==> config.mk <==
export PLATFORM = sky130hd
export DESIGN_NAME = vout_timing_gen
export DESIGN_NICKNAME = d
export VERILOG_FILES = /design/src/rtl/video_timing_pkg.sv /design/src/rtl/blk_axis_counter.sv /design/src/rtl/vout_timing_gen.sv
export SDC_FILE = /design/constraint.sdc
export NUM_CORES = 1
export LEC_CHECK = 0
export ABC_AREA = 0
export BUFFER_PORTS_ARGS = -buffer_cell sky130_fd_sc_hd__buf_4
export CAP_MARGIN = 15
export CORE_MARGIN = 1.5
export CORE_UTILIZATION = 32
export DETAILED_ROUTE_END_ITERATION = 7
export GPL_ROUTABILITY_DRIVEN = 0
export PLACE_DENSITY = 0.55
export SETUP_SLACK_MARGIN = 0.5
export SLEW_MARGIN = 10
export SYNTH_ARGS = -nofsm -noshare
export SYNTH_HDL_FRONTEND = slang
export SYNTH_SLANG_ARGS = --single-unit
==> constraint.sdc <==
create_clock -name clk_i -period 6.3 [get_ports clk_i]
set_input_delay 0.315 -clock clk_i [delete_from_list [all_inputs] [get_ports clk_i]]
set_output_delay 0.315 -clock clk_i [all_outputs]
set_load 0.005 [all_outputs]
==> src/rtl/video_timing_pkg.sv <==
// Shared video timing package: 1080p60 defaults, RGB constants and pattern encodings.
package video_timing_pkg;

    localparam int H_WIDTH_DEF  = 1920;
    localparam int H_START_DEF  = 2008;
    localparam int H_SYNC_DEF   = 44;
    localparam int H_TOTAL_DEF  = 2200;
    localparam int V_HEIGHT_DEF = 1080;
    localparam int V_START_DEF  = 1084;
    localparam int V_SYNC_DEF   = 5;
    localparam int V_TOTAL_DEF  = 1125;
    localparam int KH_DEF       = 30;
    localparam int KV_DEF       = 30;

    localparam logic [23:0] RGB_BLACK = 24'h000000;
    localparam logic [23:0] RGB_WHITE = 24'hFFFFFF;

    typedef enum logic [1:0] {
        PAT_CHECKER = 2'd0,
        PAT_RAMP    = 2'd1,
        PAT_SOLID   = 2'd2,
        PAT_GRAY    = 2'd3
    } pat_sel_e;

    // Bit width for values 0..n-1, never narrower than one bit.
    function automatic int clog2_min1(input int n);
        return (n <= 1) ? 1 : $clog2(n);
    endfunction

endpackage

==> src/rtl/blk_axis_counter.sv <==
// One raster axis: position counter plus block index within the active region.
module blk_axis_counter
    import video_timing_pkg::*;
#(
    parameter int TOTAL  = H_TOTAL_DEF,
    parameter int ACTIVE = H_WIDTH_DEF,
    parameter int K      = KH_DEF,
    parameter int PW     = clog2_min1(TOTAL),
    parameter int BW     = clog2_min1((ACTIVE + K - 1) / K)
) (
    input  logic          clk_i,
    input  logic          rst_i,
    input  logic          step_i,
    output logic [PW-1:0] pos_o,
    output logic [BW-1:0] blk_o,
    output logic          wrap_o
);

    localparam int KW = clog2_min1(K);
    localparam logic [PW-1:0] LAST     = PW'(TOTAL - 1);
    localparam logic [PW-1:0] ACT_LAST = PW'(ACTIVE - 1);
    localparam logic [KW-1:0] K_LAST   = KW'(K - 1);

    logic [PW-1:0] r_pos;
    logic [BW-1:0] r_blk;
    logic [KW-1:0] r_off;

    // Position, block index and in-block offset; the block cursor freezes past the active area.
    always_ff @(posedge clk_i) begin
        if (rst_i) begin
            r_pos <= '0;
            r_blk <= '0;
            r_off <= '0;
        end else if (step_i) begin
            if (r_pos == LAST) begin
                r_pos <= '0;
                r_blk <= '0;
                r_off <= '0;
            end else begin
                r_pos <= r_pos + PW'(1);
                if (r_pos < ACT_LAST) begin
                    if (r_off == K_LAST) begin
                        r_off <= '0;
                        r_blk <= r_blk + BW'(1);
                    end else begin
                        r_off <= r_off + KW'(1);
                    end
                end
            end
        end
    end

    assign pos_o  = r_pos;
    assign blk_o  = r_blk;
    assign wrap_o = (r_pos == LAST);

endmodule

==> src/rtl/vout_timing_gen.sv <==
// Video transmitter: raster timing (hs/vs/de) and block-aligned RGB test patterns.
module vout_timing_gen
    import video_timing_pkg::*;
#(
    parameter int H_WIDTH  = H_WIDTH_DEF,
    parameter int H_START  = H_START_DEF,
    parameter int H_SYNC   = H_SYNC_DEF,
    parameter int H_TOTAL  = H_TOTAL_DEF,
    parameter int V_HEIGHT = V_HEIGHT_DEF,
    parameter int V_START  = V_START_DEF,
    parameter int V_SYNC   = V_SYNC_DEF,
    parameter int V_TOTAL  = V_TOTAL_DEF,
    parameter bit HS_POL   = 1'b1,
    parameter bit VS_POL   = 1'b1,
    parameter int KH       = KH_DEF,
    parameter int KV       = KV_DEF
) (
    input  logic        clk_i,
    input  logic        rst_i,
    input  logic        en_i,
    input  logic [1:0]  pat_sel_i,
    input  logic [23:0] color_i,
    output logic        hs_o,
    output logic        vs_o,
    output logic        de_o,
    output logic [23:0] data_o,
    output logic        frame_o
);

    localparam int HPW = clog2_min1(H_TOTAL);
    localparam int VPW = clog2_min1(V_TOTAL);
    localparam int HBW = clog2_min1((H_WIDTH + KH - 1) / KH);
    localparam int VBW = clog2_min1((V_HEIGHT + KV - 1) / KV);

    localparam logic [HPW:0] H_ACT  = (HPW+1)'(H_WIDTH);
    localparam logic [HPW:0] HS_BEG = (HPW+1)'(H_START);
    localparam logic [HPW:0] HS_END = (HPW+1)'(H_START + H_SYNC);
    localparam logic [VPW:0] V_ACT  = (VPW+1)'(V_HEIGHT);
    localparam logic [VPW:0] VS_BEG = (VPW+1)'(V_START);
    localparam logic [VPW:0] VS_END = (VPW+1)'(V_START + V_SYNC);

    logic [HPW-1:0] w_h;
    logic [VPW-1:0] w_v;
    logic [HBW-1:0] w_bx;
    logic [VBW-1:0] w_by;
    logic           w_hwrap;
    logic           w_vwrap;
    logic           w_origin;
    logic           w_run;
    pat_sel_e       w_pat;
    logic [23:0]    w_color;
    logic [7:0]     w_sum;
    logic [7:0]     w_gray;
    logic [7:0]     w_ramp;

    logic           w_hs_n;
    logic           w_vs_n;
    logic           w_de_n;
    logic [23:0]    w_data_n;
    logic           w_frame_n;

    pat_sel_e       r_pat;
    logic [23:0]    r_color;
    logic           r_hs;
    logic           r_vs;
    logic           r_de;
    logic [23:0]    r_data;
    logic           r_frame;

    // Anywhere other than (0,0) a frame is in flight; at (0,0) en_i decides.
    assign w_origin = (w_h == '0) && (w_v == '0);
    assign w_run    = !w_origin || en_i;

    blk_axis_counter #(
        .TOTAL (H_TOTAL), .ACTIVE (H_WIDTH), .K (KH), .PW (HPW), .BW (HBW)
    ) u_h_axis (
        .clk_i (clk_i), .rst_i (rst_i), .step_i (w_run),
        .pos_o (w_h), .blk_o (w_bx), .wrap_o (w_hwrap)
    );

    blk_axis_counter #(
        .TOTAL (V_TOTAL), .ACTIVE (V_HEIGHT), .K (KV), .PW (VPW), .BW (VBW)
    ) u_v_axis (
        .clk_i (clk_i), .rst_i (rst_i), .step_i (w_run && w_hwrap),
        .pos_o (w_v), .blk_o (w_by), .wrap_o (w_vwrap)
    );

    // The first pixel of a frame uses the inputs directly; the rest use the latched copy.
    assign w_pat   = w_origin ? pat_sel_e'(pat_sel_i) : r_pat;
    assign w_color = w_origin ? color_i : r_color;
    assign w_sum   = 8'(w_bx) + 8'(w_by);
    assign w_gray  = {w_sum[4:0], 3'b000};
    assign w_ramp  = 8'(w_h);

    // Next-state values of every output for the current raster position.
    always_comb begin
        w_hs_n    = ~HS_POL;
        w_vs_n    = ~VS_POL;
        w_de_n    = 1'b0;
        w_data_n  = RGB_BLACK;
        w_frame_n = 1'b0;
        if (w_run) begin
            w_de_n    = ({1'b0, w_h} < H_ACT) && ({1'b0, w_v} < V_ACT);
            w_hs_n    = (({1'b0, w_h} >= HS_BEG) && ({1'b0, w_h} < HS_END)) ? HS_POL : ~HS_POL;
            w_vs_n    = (({1'b0, w_v} >= VS_BEG) && ({1'b0, w_v} < VS_END)) ? VS_POL : ~VS_POL;
            w_frame_n = w_origin;
            if (w_de_n) begin
                case (w_pat)
                    PAT_CHECKER: w_data_n = (w_bx[0] ^ w_by[0]) ? RGB_WHITE : RGB_BLACK;
                    PAT_RAMP:    w_data_n = {3{w_ramp}};
                    PAT_SOLID:   w_data_n = w_color;
                    PAT_GRAY:    w_data_n = {3{w_gray}};
                    default:     w_data_n = RGB_BLACK;
                endcase
            end else begin
                w_data_n = RGB_BLACK;
            end
        end else begin
            w_frame_n = 1'b0;
        end
    end

    // Pattern selection and colour latched once per frame so a frame never tears.
    always_ff @(posedge clk_i) begin
        if (rst_i) begin
            r_pat   <= PAT_CHECKER;
            r_color <= RGB_BLACK;
        end else if (w_origin && en_i) begin
            r_pat   <= pat_sel_e'(pat_sel_i);
            r_color <= color_i;
        end
    end

    // Output registers.
    always_ff @(posedge clk_i) begin
        if (rst_i) begin
            r_hs    <= ~HS_POL;
            r_vs    <= ~VS_POL;
            r_de    <= 1'b0;
            r_data  <= RGB_BLACK;
            r_frame <= 1'b0;
        end else begin
            r_hs    <= w_hs_n;
            r_vs    <= w_vs_n;
            r_de    <= w_de_n;
            r_data  <= w_data_n;
            r_frame <= w_frame_n;
        end
    end

    assign hs_o    = r_hs;
    assign vs_o    = r_vs;
    assign de_o    = r_de;
    assign data_o  = r_data;
    assign frame_o = r_frame;

    logic w_unused;
    assign w_unused = w_vwrap;

endmodule

==> results.ini <==
[placement]
dp_hpwl_mm = 8.35
place_inst = 765
io_buffer_count = 56
dpl_cell_area_um2 = 5120

[synthesis]
yosysUniqueCellTypes = 53
synth-edff-count = 0
yosys_register_bits = 97
synth.avg_cell_area_um2 = 8.19
ys_seq_area_share_pct = 42.2
synth_top_area_share_pct = 42.2
yosysWarnings = 0
synthesis.nets = 606
synth_flop_cell = dfxtp_1
yosysTopAreaCell = dfxtp_1
async_flop_share_pct = 0
synthTopCellsByArea = dfxtp_1, nand3_1, nand2_1, a21oi_1, ha_1
synthCells = 562
netlist_area_um2 = 4600

[drt]
vias_per_cell = 5.34
drtIter0Drc = 329
drt_wl_total_mm = 11.9
ant_nets = 0
drc = 0
vias = 4186
routedWlPerCell_um = 15.2
firstDrtPassIters = 5

[outcome]
status = complete, no violations

[timing]
drv_slew = 0
min_period_ns = 3.20
worst_slew_pin_slew_ns = 1.06
slew_headroom_pct = 29.3
rsz0062_at_grt = false
fmax_ghz = 0.312
fin_skew_ns = 0.00855
finalCritPeriodShare_pct = 50.8
hold_viol = 0
finalSetupViolCount = 0
setup-tns-final_ns = 0

[setup_path]
cp.required_ns = 6.50
rrSetupSlack_ns = 3.10
cp_max_fo = 26
endpoint_kind = flop
cp-startpoint = u_v_axis.pos_o[1]
critPathKind = reg2reg
arrival_ns = 3.40
r2r-start = u_v_axis.pos_o[1]
cp-start-kind = flop

[grt]
grt_max_degree = 38
antenna_found_initial = 0
grt.total_usage_pct = 16.5
overflow = 0
grt_pass1_vias = 3823
grt_pass1_wl_mm = 19.1

[pwr]
p_comb_share_pct = 29.1
cellLeakagePower_nw = 2.09
internal_power_mw = 1.13
netSwitchingPower_mw = 0.640
switching_share_pct = 36.1
ir_drop_uv = 148
p_per_area_nw_per_um2 = 326
power.share.clock_pct = 29.9
pwr-share-seq_pct = 41.0
p_total_mw = 1.77

[worst_hold_path]
min_path_type = in2reg
hold_start = color_i[22]

[floorplan]
fp.dieW_um = 123
fp.coreArea_um2 = 13900
rows = 43
boundaryPins = 57
initial_core_util_pct = 33.0
dieArea_um2 = 15100
die_h_um = 123

[layout]
drive_gt1_share_pct = 14.6
final_nets = 643
fin_cells = 784
antenna_cells = 0
design_area_um2 = 5440
syn_to_final_growth_pct = 18.2

[cts]
cts_tree = yes
clock_latency_ns = 0.36
cts_resized = 0
htreeDepth = 3
path_clk_slew_ns = 0.07
clock_path_buffers = 2
root_buffer = clkbuf_16
cts-buffers-inserted = 9
post_cts_buffers = 0
cts.sinks = 97
holdBufCountCts = 0

[flow_run]
maxCapViolCount = 0

==> synth_stat cells (15+ instances only) <==
| cell type | instances |
|---|---|
| inv_1 | 15 |
| nand2_1 | 70 |
| a21oi_1 | 49 |
| and3_1 | 17 |
| a31oi_1 | 20 |
| nand3_1 | 59 |
| dfxtp_1 | 97 |
| o21ai_0 | 18 |
| xnor2_1 | 17 |
| xor2_1 | 15 |
| clkbuf_1 | 28 |
| nor2_1 | 42 |
==> cell families (layout without fill, tap and decap cells) <==
| group | count (synthesis) | count (layout) | synth area share (%) |
|---|---|---|---|
| muxes | 6 | 6 | 1.33 |
| AOI/OAI and AO/OA | 117 | 117 | 15.5 |
| adders and majority gates | 15 | 15 | 4.24 |
| and+or+nand+nor | 247 | 247 | 26.6 |
| buffers and inverters | 48 | 90 | 4.02 |
| xor gates and xnor gates | 32 | 32 | 6.09 |
| DFF | 97 | 97 | 42.2 |
==> layout make-up <==
type / instances / area (µm²)
Inverter: 15 / 56.3
Fill cell: 1398 / 8500
Sequential cell: 97 / 1940
Multi-Input combinational cell: 417 / 2470
Timing Repair Buffer: 59 / 454
Clock buffer: 9 / 225
Clock inverter: 7 / 60.1
Tap cell: 180 / 225
==> layer usage <==
layer | vias to the layer above | wire length (µm) | track usage, %
met5 | - | 0 | 0
met4 | 0 | 317 | 7.41
met3 | 24 | 617 | 3.78
met2 | 114 | 5620 | 27.3
met1 | 1980 | 5380 | 20.5
li1 | 2068 | - | -
==> worst max-delay path, stage by stage, from the launching register on <==
cell and delay, ns:
dfxtp_1 0.36, inv_1 0.10, ha_1 0.16, nor4bb_1 0.31, and3_1 0.32, nand2_1 0.63
mux2i_1 0.29, o21ai_1 0.73, a21oi_1 0.13
==> sequential cells by signal (all words and copies together) (netlist names), 2 cells and up <==
name,count
data_o,24
r_color,24
u_h_axis.pos_o,12
u_v_axis.pos_o,11
u_h_axis.blk_o,5
u_h_axis.r_off,5
u_v_axis.blk_o,5
u_v_axis.r_off,5
r_pat,2
==> worst paths after layout <==
check	end	depth (start not counted)
setup / recovery	data_o[3]	8
hold / removal	r_color[22]	3
setup reg to reg	data_o[3]	8
hold reg to reg	r_color[3]	2
==> metrics by stage <==
stage          hold WS, ns  util, %  setup WS, ns
5_1_grt              0.207     39.0          2.80
4_1_cts              0.197     38.8          2.63
3_5_place_dp         0.447     36.7          2.68
6_report             0.208     39.0          3.10
3_3_place_gp         0.437     36.7          2.69
2_1_floorplan        0.432        -          4.15
==> power groups by stage <==
stage / sequential (mW) / combinational (mW) / clock (mW)
finish: 0.727 / 0.516 / 0.531
floorplan: 0.728 / 0.347 / 0
CTS: 0.727 / 0.500 / 0.549
global route: 0.735 / 0.575 / 0.571
global placement: 0.738 / 0.491 / 0
detailed placement: 0.741 / 0.497 / 0
==> placed cells by master (no fill, tap or decap), types with 17 or more instances in the layout <==
cell     instances
nand2_1         70
xnor2_1         17
dfxtp_1         97
and3_1          17
nand3_1         59
a31oi_1         20
a21oi_1         49
nor2_1          42
o21ai_0         18
buf_4           57
Power figures use the tool's default switching activity.
